--- config.mk ---
export PLATFORM = sky130hd
export DESIGN_NAME = pc_sequencer_flat
export DESIGN_NICKNAME = d
export VERILOG_FILES = /design/src/rtl/pc_sequencer_if.sv /design/src/rtl/pc_sequencer.sv /design/src/flat_wrapper.sv
export SDC_FILE = /design/constraint.sdc
export NUM_CORES = 1
export LEC_CHECK = 0
export ABC_AREA = 1
export CAP_MARGIN = 20
export CORE_ASPECT_RATIO = 1.5
export CORE_MARGIN = 2
export CORE_UTILIZATION = 40
export DETAILED_ROUTE_END_ITERATION = 10
export GPL_TIMING_DRIVEN = 1
export PLACE_DENSITY = 0.67
export SLEW_MARGIN = 0
export SYNTH_ARGS = -nofsm -noshare
export SYNTH_HDL_FRONTEND = slang
export SYNTH_SLANG_ARGS = --single-unit
export TNS_END_PERCENT = 50
--- constraint.sdc ---
create_clock -name clk -period 1.11 [get_ports clk]
set_clock_uncertainty 0.05 [all_clocks]
set_input_delay 0.1665 -clock clk [delete_from_list [all_inputs] [get_ports clk]]
set_output_delay 0.1665 -clock clk [all_outputs]
set_load 0.005 [all_outputs]
--- src/rtl/pc_sequencer_if.sv ---
// Decode/hazard <-> PC sequencer bundle. Perf counter signals exist only
// when PC_SEQ_PERF_EN is defined.
interface pc_sequencer_if;
  logic       clk_en_in;
  logic       id_valid;
  logic [1:0] id_op;
  logic       id_ra_hazard;
  logic       ra_zero;
  logic       ld_use_hazard;
  logic       mem_busy;
  logic       pc_en;
  logic [1:0] pcsel;
  logic       if_flush;
  logic       id_stall;
  logic       br_taken;
  logic       timeout_err;
  logic [1:0] state;
`ifdef PC_SEQ_PERF_EN
  logic [15:0] taken_cnt;
  logic [15:0] stall_cnt;
`endif

  modport master (
    output clk_en_in, id_valid, id_op, id_ra_hazard, ra_zero, ld_use_hazard, mem_busy,
    input  pc_en, pcsel, if_flush, id_stall, br_taken, timeout_err, state
`ifdef PC_SEQ_PERF_EN
    , input taken_cnt, stall_cnt
`endif
  );

  modport slave (
    input  clk_en_in, id_valid, id_op, id_ra_hazard, ra_zero, ld_use_hazard, mem_busy,
    output pc_en, pcsel, if_flush, id_stall, br_taken, timeout_err, state
`ifdef PC_SEQ_PERF_EN
    , output taken_cnt, stall_cnt
`endif
  );
endinterface

--- src/rtl/pc_sequencer.sv ---
// PC control FSM for the pipelined Beta core: advance/stall/flush decisions and
// local branch resolution. Define PC_SEQ_PERF_EN to add taken/stall counters.
module pc_sequencer #(
  parameter int FLUSH_CYC   = 1,
  parameter int RESOLVE_MAX = 8
) (
  input logic           clk,
  input logic           rst,
  pc_sequencer_if.slave bus
);
  typedef enum logic [1:0] {RUN = 2'd0, STALL = 2'd1, RESOLVE = 2'd2, FLUSH = 2'd3} state_t;

  localparam logic [1:0] OP_NONE = 2'b00;
  localparam logic [1:0] OP_BEQ  = 2'b01;
  localparam logic [1:0] OP_JMP  = 2'b10;
  localparam logic [1:0] OP_BNE  = 2'b11;
  localparam logic [2:0] FLUSH_LOAD = 3'(FLUSH_CYC - 1);
  localparam logic [7:0] RMAX       = 8'(RESOLVE_MAX);

  state_t     state_q, state_d;
  logic [7:0] rcnt_q, rcnt_d;
  logic [2:0] fcnt_q, fcnt_d;
  logic       timeout_q, timeout_d;
  logic       post_flush_q, post_flush_d;

  logic       pc_en, if_flush, id_stall, br_taken, timeout_now;
  logic [1:0] pcsel;
  logic       is_br, taken, hold, go;

  always_comb begin
    is_br = bus.id_valid && (bus.id_op != OP_NONE);
    hold  = bus.mem_busy || bus.ld_use_hazard;
    case (bus.id_op)
      OP_JMP:  taken = 1'b1;
      OP_BEQ:  taken = bus.ra_zero;
      OP_BNE:  taken = !bus.ra_zero;
      default: taken = 1'b0;
    endcase

    state_d      = state_q;
    rcnt_d       = rcnt_q;
    fcnt_d       = fcnt_q;
    timeout_d    = timeout_q;
    post_flush_d = post_flush_q;
    pc_en        = 1'b0;
    pcsel        = OP_NONE;
    if_flush     = 1'b0;
    id_stall     = 1'b0;
    br_taken     = 1'b0;
    timeout_now  = 1'b0;
    go           = 1'b0;

    if (!bus.clk_en_in) begin
      id_stall = 1'b1;
    end else begin
      post_flush_d = 1'b0;
      case (state_q)
        RUN: begin
          // The decode slot right after a flush holds a squashed instruction;
          // ignoring it keeps taken branches at least FLUSH_CYC+1 cycles apart.
          if (hold) begin
            id_stall = 1'b1;
            state_d  = STALL;
          end else if (is_br && !post_flush_q && bus.id_ra_hazard) begin
            id_stall = 1'b1;
            rcnt_d   = 8'd1;
            state_d  = RESOLVE;
          end else if (is_br && !post_flush_q) begin
            go = 1'b1;
          end else begin
            pc_en = 1'b1;
          end
        end
        STALL: begin
          id_stall = 1'b1;
          if (!hold) state_d = RUN;
        end
        RESOLVE: begin
          if (hold) begin
            id_stall = 1'b1;
          end else if (!bus.id_ra_hazard) begin
            go = 1'b1;
          end else if (rcnt_q >= RMAX) begin
            timeout_now = 1'b1;
            timeout_d   = 1'b1;
            pc_en       = 1'b1;
            state_d     = RUN;
          end else begin
            id_stall = 1'b1;
            rcnt_d   = rcnt_q + 8'd1;
          end
        end
        FLUSH: begin
          if_flush = 1'b1;
          if (!bus.mem_busy) begin
            pc_en  = 1'b1;
            fcnt_d = fcnt_q - 3'd1;
            if (fcnt_q <= 3'd1) begin
              state_d      = RUN;
              post_flush_d = 1'b1;
            end
          end
        end
        default: state_d = RUN;
      endcase

      if (go) begin
        pc_en   = 1'b1;
        pcsel   = bus.id_op;
        state_d = RUN;
        if (taken) begin
          br_taken = 1'b1;
          if_flush = 1'b1;
          fcnt_d   = FLUSH_LOAD;
          if (FLUSH_CYC > 1) state_d = FLUSH;
          else               post_flush_d = 1'b1;
        end
      end
    end
  end

  always_ff @(posedge clk) begin
    if (rst) begin
      state_q      <= RUN;
      rcnt_q       <= '0;
      fcnt_q       <= '0;
      timeout_q    <= 1'b0;
      post_flush_q <= 1'b0;
    end else begin
      state_q      <= state_d;
      rcnt_q       <= rcnt_d;
      fcnt_q       <= fcnt_d;
      timeout_q    <= timeout_d;
      post_flush_q <= post_flush_d;
    end
  end

  assign bus.pc_en       = !rst && pc_en;
  assign bus.pcsel       = rst ? 2'b00 : pcsel;
  assign bus.if_flush    = !rst && if_flush;
  assign bus.id_stall    = !rst && id_stall;
  assign bus.br_taken    = !rst && br_taken;
  assign bus.timeout_err = !rst && (timeout_q || timeout_now);
  assign bus.state       = rst ? 2'b00 : state_q;

`ifdef PC_SEQ_PERF_EN
  logic [15:0] taken_cnt_q, taken_cnt_d;
  logic [15:0] stall_cnt_q, stall_cnt_d;

  always_comb begin
    taken_cnt_d = taken_cnt_q;
    stall_cnt_d = stall_cnt_q;
    if (br_taken && (taken_cnt_q != 16'hFFFF)) taken_cnt_d = taken_cnt_q + 16'd1;
    if (bus.clk_en_in && !pc_en && (stall_cnt_q != 16'hFFFF)) stall_cnt_d = stall_cnt_q + 16'd1;
  end

  always_ff @(posedge clk) begin
    if (rst) begin
      taken_cnt_q <= '0;
      stall_cnt_q <= '0;
    end else begin
      taken_cnt_q <= taken_cnt_d;
      stall_cnt_q <= stall_cnt_d;
    end
  end

  assign bus.taken_cnt = rst ? 16'd0 : taken_cnt_q;
  assign bus.stall_cnt = rst ? 16'd0 : stall_cnt_q;
`endif
endmodule

--- src/flat_wrapper.sv ---
// flat-port wrapper written by rule: the top's interface ports become plain ports
module pc_sequencer_flat 
#(
  parameter int FLUSH_CYC   = 1,
  parameter int RESOLVE_MAX = 8
)
  (clk, rst, bus_clk_en_in, bus_id_valid, bus_id_op, bus_id_ra_hazard, bus_ra_zero, bus_ld_use_hazard, bus_mem_busy, bus_pc_en, bus_pcsel, bus_if_flush, bus_id_stall, bus_br_taken, bus_timeout_err, bus_state);
  pc_sequencer_if bus_i ();
  input logic clk;
  input logic rst;
  input wire logic [$bits(bus_i.clk_en_in)-1:0] bus_clk_en_in;
  input wire logic [$bits(bus_i.id_valid)-1:0] bus_id_valid;
  input wire logic [$bits(bus_i.id_op)-1:0] bus_id_op;
  input wire logic [$bits(bus_i.id_ra_hazard)-1:0] bus_id_ra_hazard;
  input wire logic [$bits(bus_i.ra_zero)-1:0] bus_ra_zero;
  input wire logic [$bits(bus_i.ld_use_hazard)-1:0] bus_ld_use_hazard;
  input wire logic [$bits(bus_i.mem_busy)-1:0] bus_mem_busy;
  output wire logic [$bits(bus_i.pc_en)-1:0] bus_pc_en;
  output wire logic [$bits(bus_i.pcsel)-1:0] bus_pcsel;
  output wire logic [$bits(bus_i.if_flush)-1:0] bus_if_flush;
  output wire logic [$bits(bus_i.id_stall)-1:0] bus_id_stall;
  output wire logic [$bits(bus_i.br_taken)-1:0] bus_br_taken;
  output wire logic [$bits(bus_i.timeout_err)-1:0] bus_timeout_err;
  output wire logic [$bits(bus_i.state)-1:0] bus_state;
  assign bus_i.clk_en_in = bus_clk_en_in;
  assign bus_i.id_valid = bus_id_valid;
  assign bus_i.id_op = bus_id_op;
  assign bus_i.id_ra_hazard = bus_id_ra_hazard;
  assign bus_i.ra_zero = bus_ra_zero;
  assign bus_i.ld_use_hazard = bus_ld_use_hazard;
  assign bus_i.mem_busy = bus_mem_busy;
  assign bus_pc_en = bus_i.pc_en;
  assign bus_pcsel = bus_i.pcsel;
  assign bus_if_flush = bus_i.if_flush;
  assign bus_id_stall = bus_i.id_stall;
  assign bus_br_taken = bus_i.br_taken;
  assign bus_timeout_err = bus_i.timeout_err;
  assign bus_state = bus_i.state;
  pc_sequencer #(.FLUSH_CYC(FLUSH_CYC), .RESOLVE_MAX(RESOLVE_MAX)) u_core (.clk(clk), .rst(rst), .bus(bus_i));
endmodule
==> run summary <==
Highest clock rate: 0.634 GHz
DP Cell Count: 227
Crit-path max FO: 5
Die height: 64.6 µm
Drt via density: 5.04
Clock latency on the worst-skew pair: 290 ps
Layout cells sized above 1: 0.516
DP HPWL: 2270 µm
Slew @ Worst Pin: 271 ps
Antenna cell count: 0
DRT iter0 DRCs: 24
Initial core utilization: 0.409
Failing checks: setup timing
Final slew viol count: 0
Maxcap violations: 0
Post-synth top cells: 38 x nand2_1, 27 x nor2_1, 15 x dfxtp_1, 15 x inv_1
Fin area: 1710 µm²
Startpoint class of the critical path: register
Hold WS: 327 ps
Ys flop type: dfxtp_1
Placed inst area: 1460 µm²
Synth async-reset ratio: 0
Cell variety after synth: 22
Fin nets: 230
Synthesized flop and latch total: 15
Mean Syn Cell Area: 6.45 µm²
Clock transition at path regs: 100 ps
Initial antenna violation count: 0
Final RePlAce weighted congestion: 0.875
Core area: 2390 µm²
Top area cells in the synthesized netlist: dfxtp_1 31%, nand2_1 15%, nor2_1 10%, inv_1 5.7%, ha_1 5.1%
Routed wire length per instance: 13.3 µm
Peak VDD IR: 0.613 mV
Number of global-route vias before repair: 1,158
DRC viols: 0
Full die area: 2870 µm²
Setup CP Type: reg2out
Pwr Density: 817 nW/µm²
Global-route wire length before repair: 4900 µm
Post-synthesis sequential area ratio: 0.307
Final worst slack: -467 ps
Worst EP arrival: 1360 ps
Clock period minus worst slack: 1580 ps
Status: finished, violations left
Clock Tree Buf Depth: 2
Syn Nets: 166
Die X: 44.4 µm
CTS H-Tree Depth: 1
Via Count: 1,204
Setup crit end kind: primary output
Final ANT Viol Nets: 0
Internal reg-to-reg setup slack: -330 ps
Synth Instances: 152
Post-route clock period utilization: 1.42
Num Clock Sinks: 15
Final WL: 3170 µm
Total grt overflow: 0
Cts bufs inserted: 3
IO Count: 19
Non-Filler Instances: 239
First-pass DRT Iterations: 4
Leakage power: 0.829 nW
Area leader, netlist: dfxtp_1
Top-count cell post-synth: nand2_1
Final Hold Fails: 0
Total global-route track usage: 0.228
Row Count: 22
EDFF count, synth: 0
Ys Warns: 0
Root Buffer: clkbuf_4
Slew headroom: 0.819
# port buffers: 18
Util after Layout: 0.715
Setup Viol. Count Final: 23
Largest net degree at the start of global routing: 12
RSZ-0062 raised after global routing: yes
HP Class: in2reg
CTS tree: yes
Synth Cell Area: 980 µm²
WP data required: 890 ps
Area growth syn-to-layout: 74.8%
Yosys top cell area share: 0.307
## metrics by stage
step	total power [mW]	TNS (ps)	setup WS (ps)
2_1_floorplan	0.778	-80.6	-19.0
5_1_grt	1.46	-7830	-519
6_report	1.40	-6570	-467
4_1_cts	1.35	-6620	-482
3_5_place_dp	0.986	-14900	-904
3_3_place_gp	0.979	-14470	-879
## report_power, final
part	leakage (nW)	switching [mW]	internal (mW)
logic	0.686	0.279	0.229
registers	0.125	0.0188	0.553
clock network	0.0177	0.185	0.134
total	0.829	0.483	0.916
## registers in the layout, indices dropped and copies added (netlist names)
register and count:
u_core.fcnt_q 3, u_core.timeout_q 1, u_core.rcnt_q 8, u_core.state_q 2, u_core.post_flush_q 1
## path summary, 6_finish.rpt
check,cells after the start,to,start
hold / removal,5,u_core.timeout_q,bus_id_ra_hazard
setup / recovery,5,bus_pc_en,u_core.state_q[1]
hold reg to reg,2,u_core.rcnt_q[5],u_core.rcnt_q[5]
setup reg to reg,8,u_core.state_q[0],u_core.state_q[1]
## worst max-delay path: stages, from the launching register on
cell and delay, ps:
dfxtp_4 380, buf_4 140, nor2_4 130, nand3_2 100
a41oi_2 170, buf_2 140
## cell families (layout without fill, tap and decap cells)
kind of cell | Yosys count | after routing | synth area share
DFF | 15 | 15 | 0.307
buffers and inverters | 22 | 85 | 0.0843
and+or+nand+nor | 90 | 90 | 0.424
adders and majority gates | 4 | 4 | 0.0511
xor gates and xnor gates | 3 | 3 | 0.0268
AOI/OAI and AO/OA | 18 | 18 | 0.107
## metal layers
metal	wire, µm	global-route usage	share of wire	vias to the layer above
li1	-	-	-	616
met1	1150	0.249	0.36	537
met2	1810	0.419	0.57	39
met3	93	0.0251	0.029	12
met4	115	0.102	0.036	0
met5	0	0	0	-
## final cells by class
class	instances	area, µm²
well taps	24	30.0
flip-flops and latches	15	314
clock inverters	1	5.00
repair buffers	60	465
inverters	21	83.8
multi-input cells	115	792
fillers	197	682
clock buffers	3	22.5
## cell usage in the layout (no fill, tap or decap), types with 4 or more instances in the layout
cell type      instances
a21oi_1                5
nor2_1                18
buf_4                 37
inv_1                 14
buf_6                  5
dlygate4sd2_1          5
ha_1                   4
nand4_1                6
dfxtp_2                5
nand2_1               26
nand2_4                5
nor2_4                 8
nor2_2                 4
o21ai_1                6
dfxtp_1                8
buf_2                  9
nand2_2                9
inv_2                  5
nand3_4                4
## timing repair
item	in CTS	in global routing
pin swaps	17	17
gates resized for setup	81	25
buffers inserted	6	3
hold buffers	0	0
cloned	0	0
setup endpoints to repair	23	23
(Power assumes the default switching activity.)
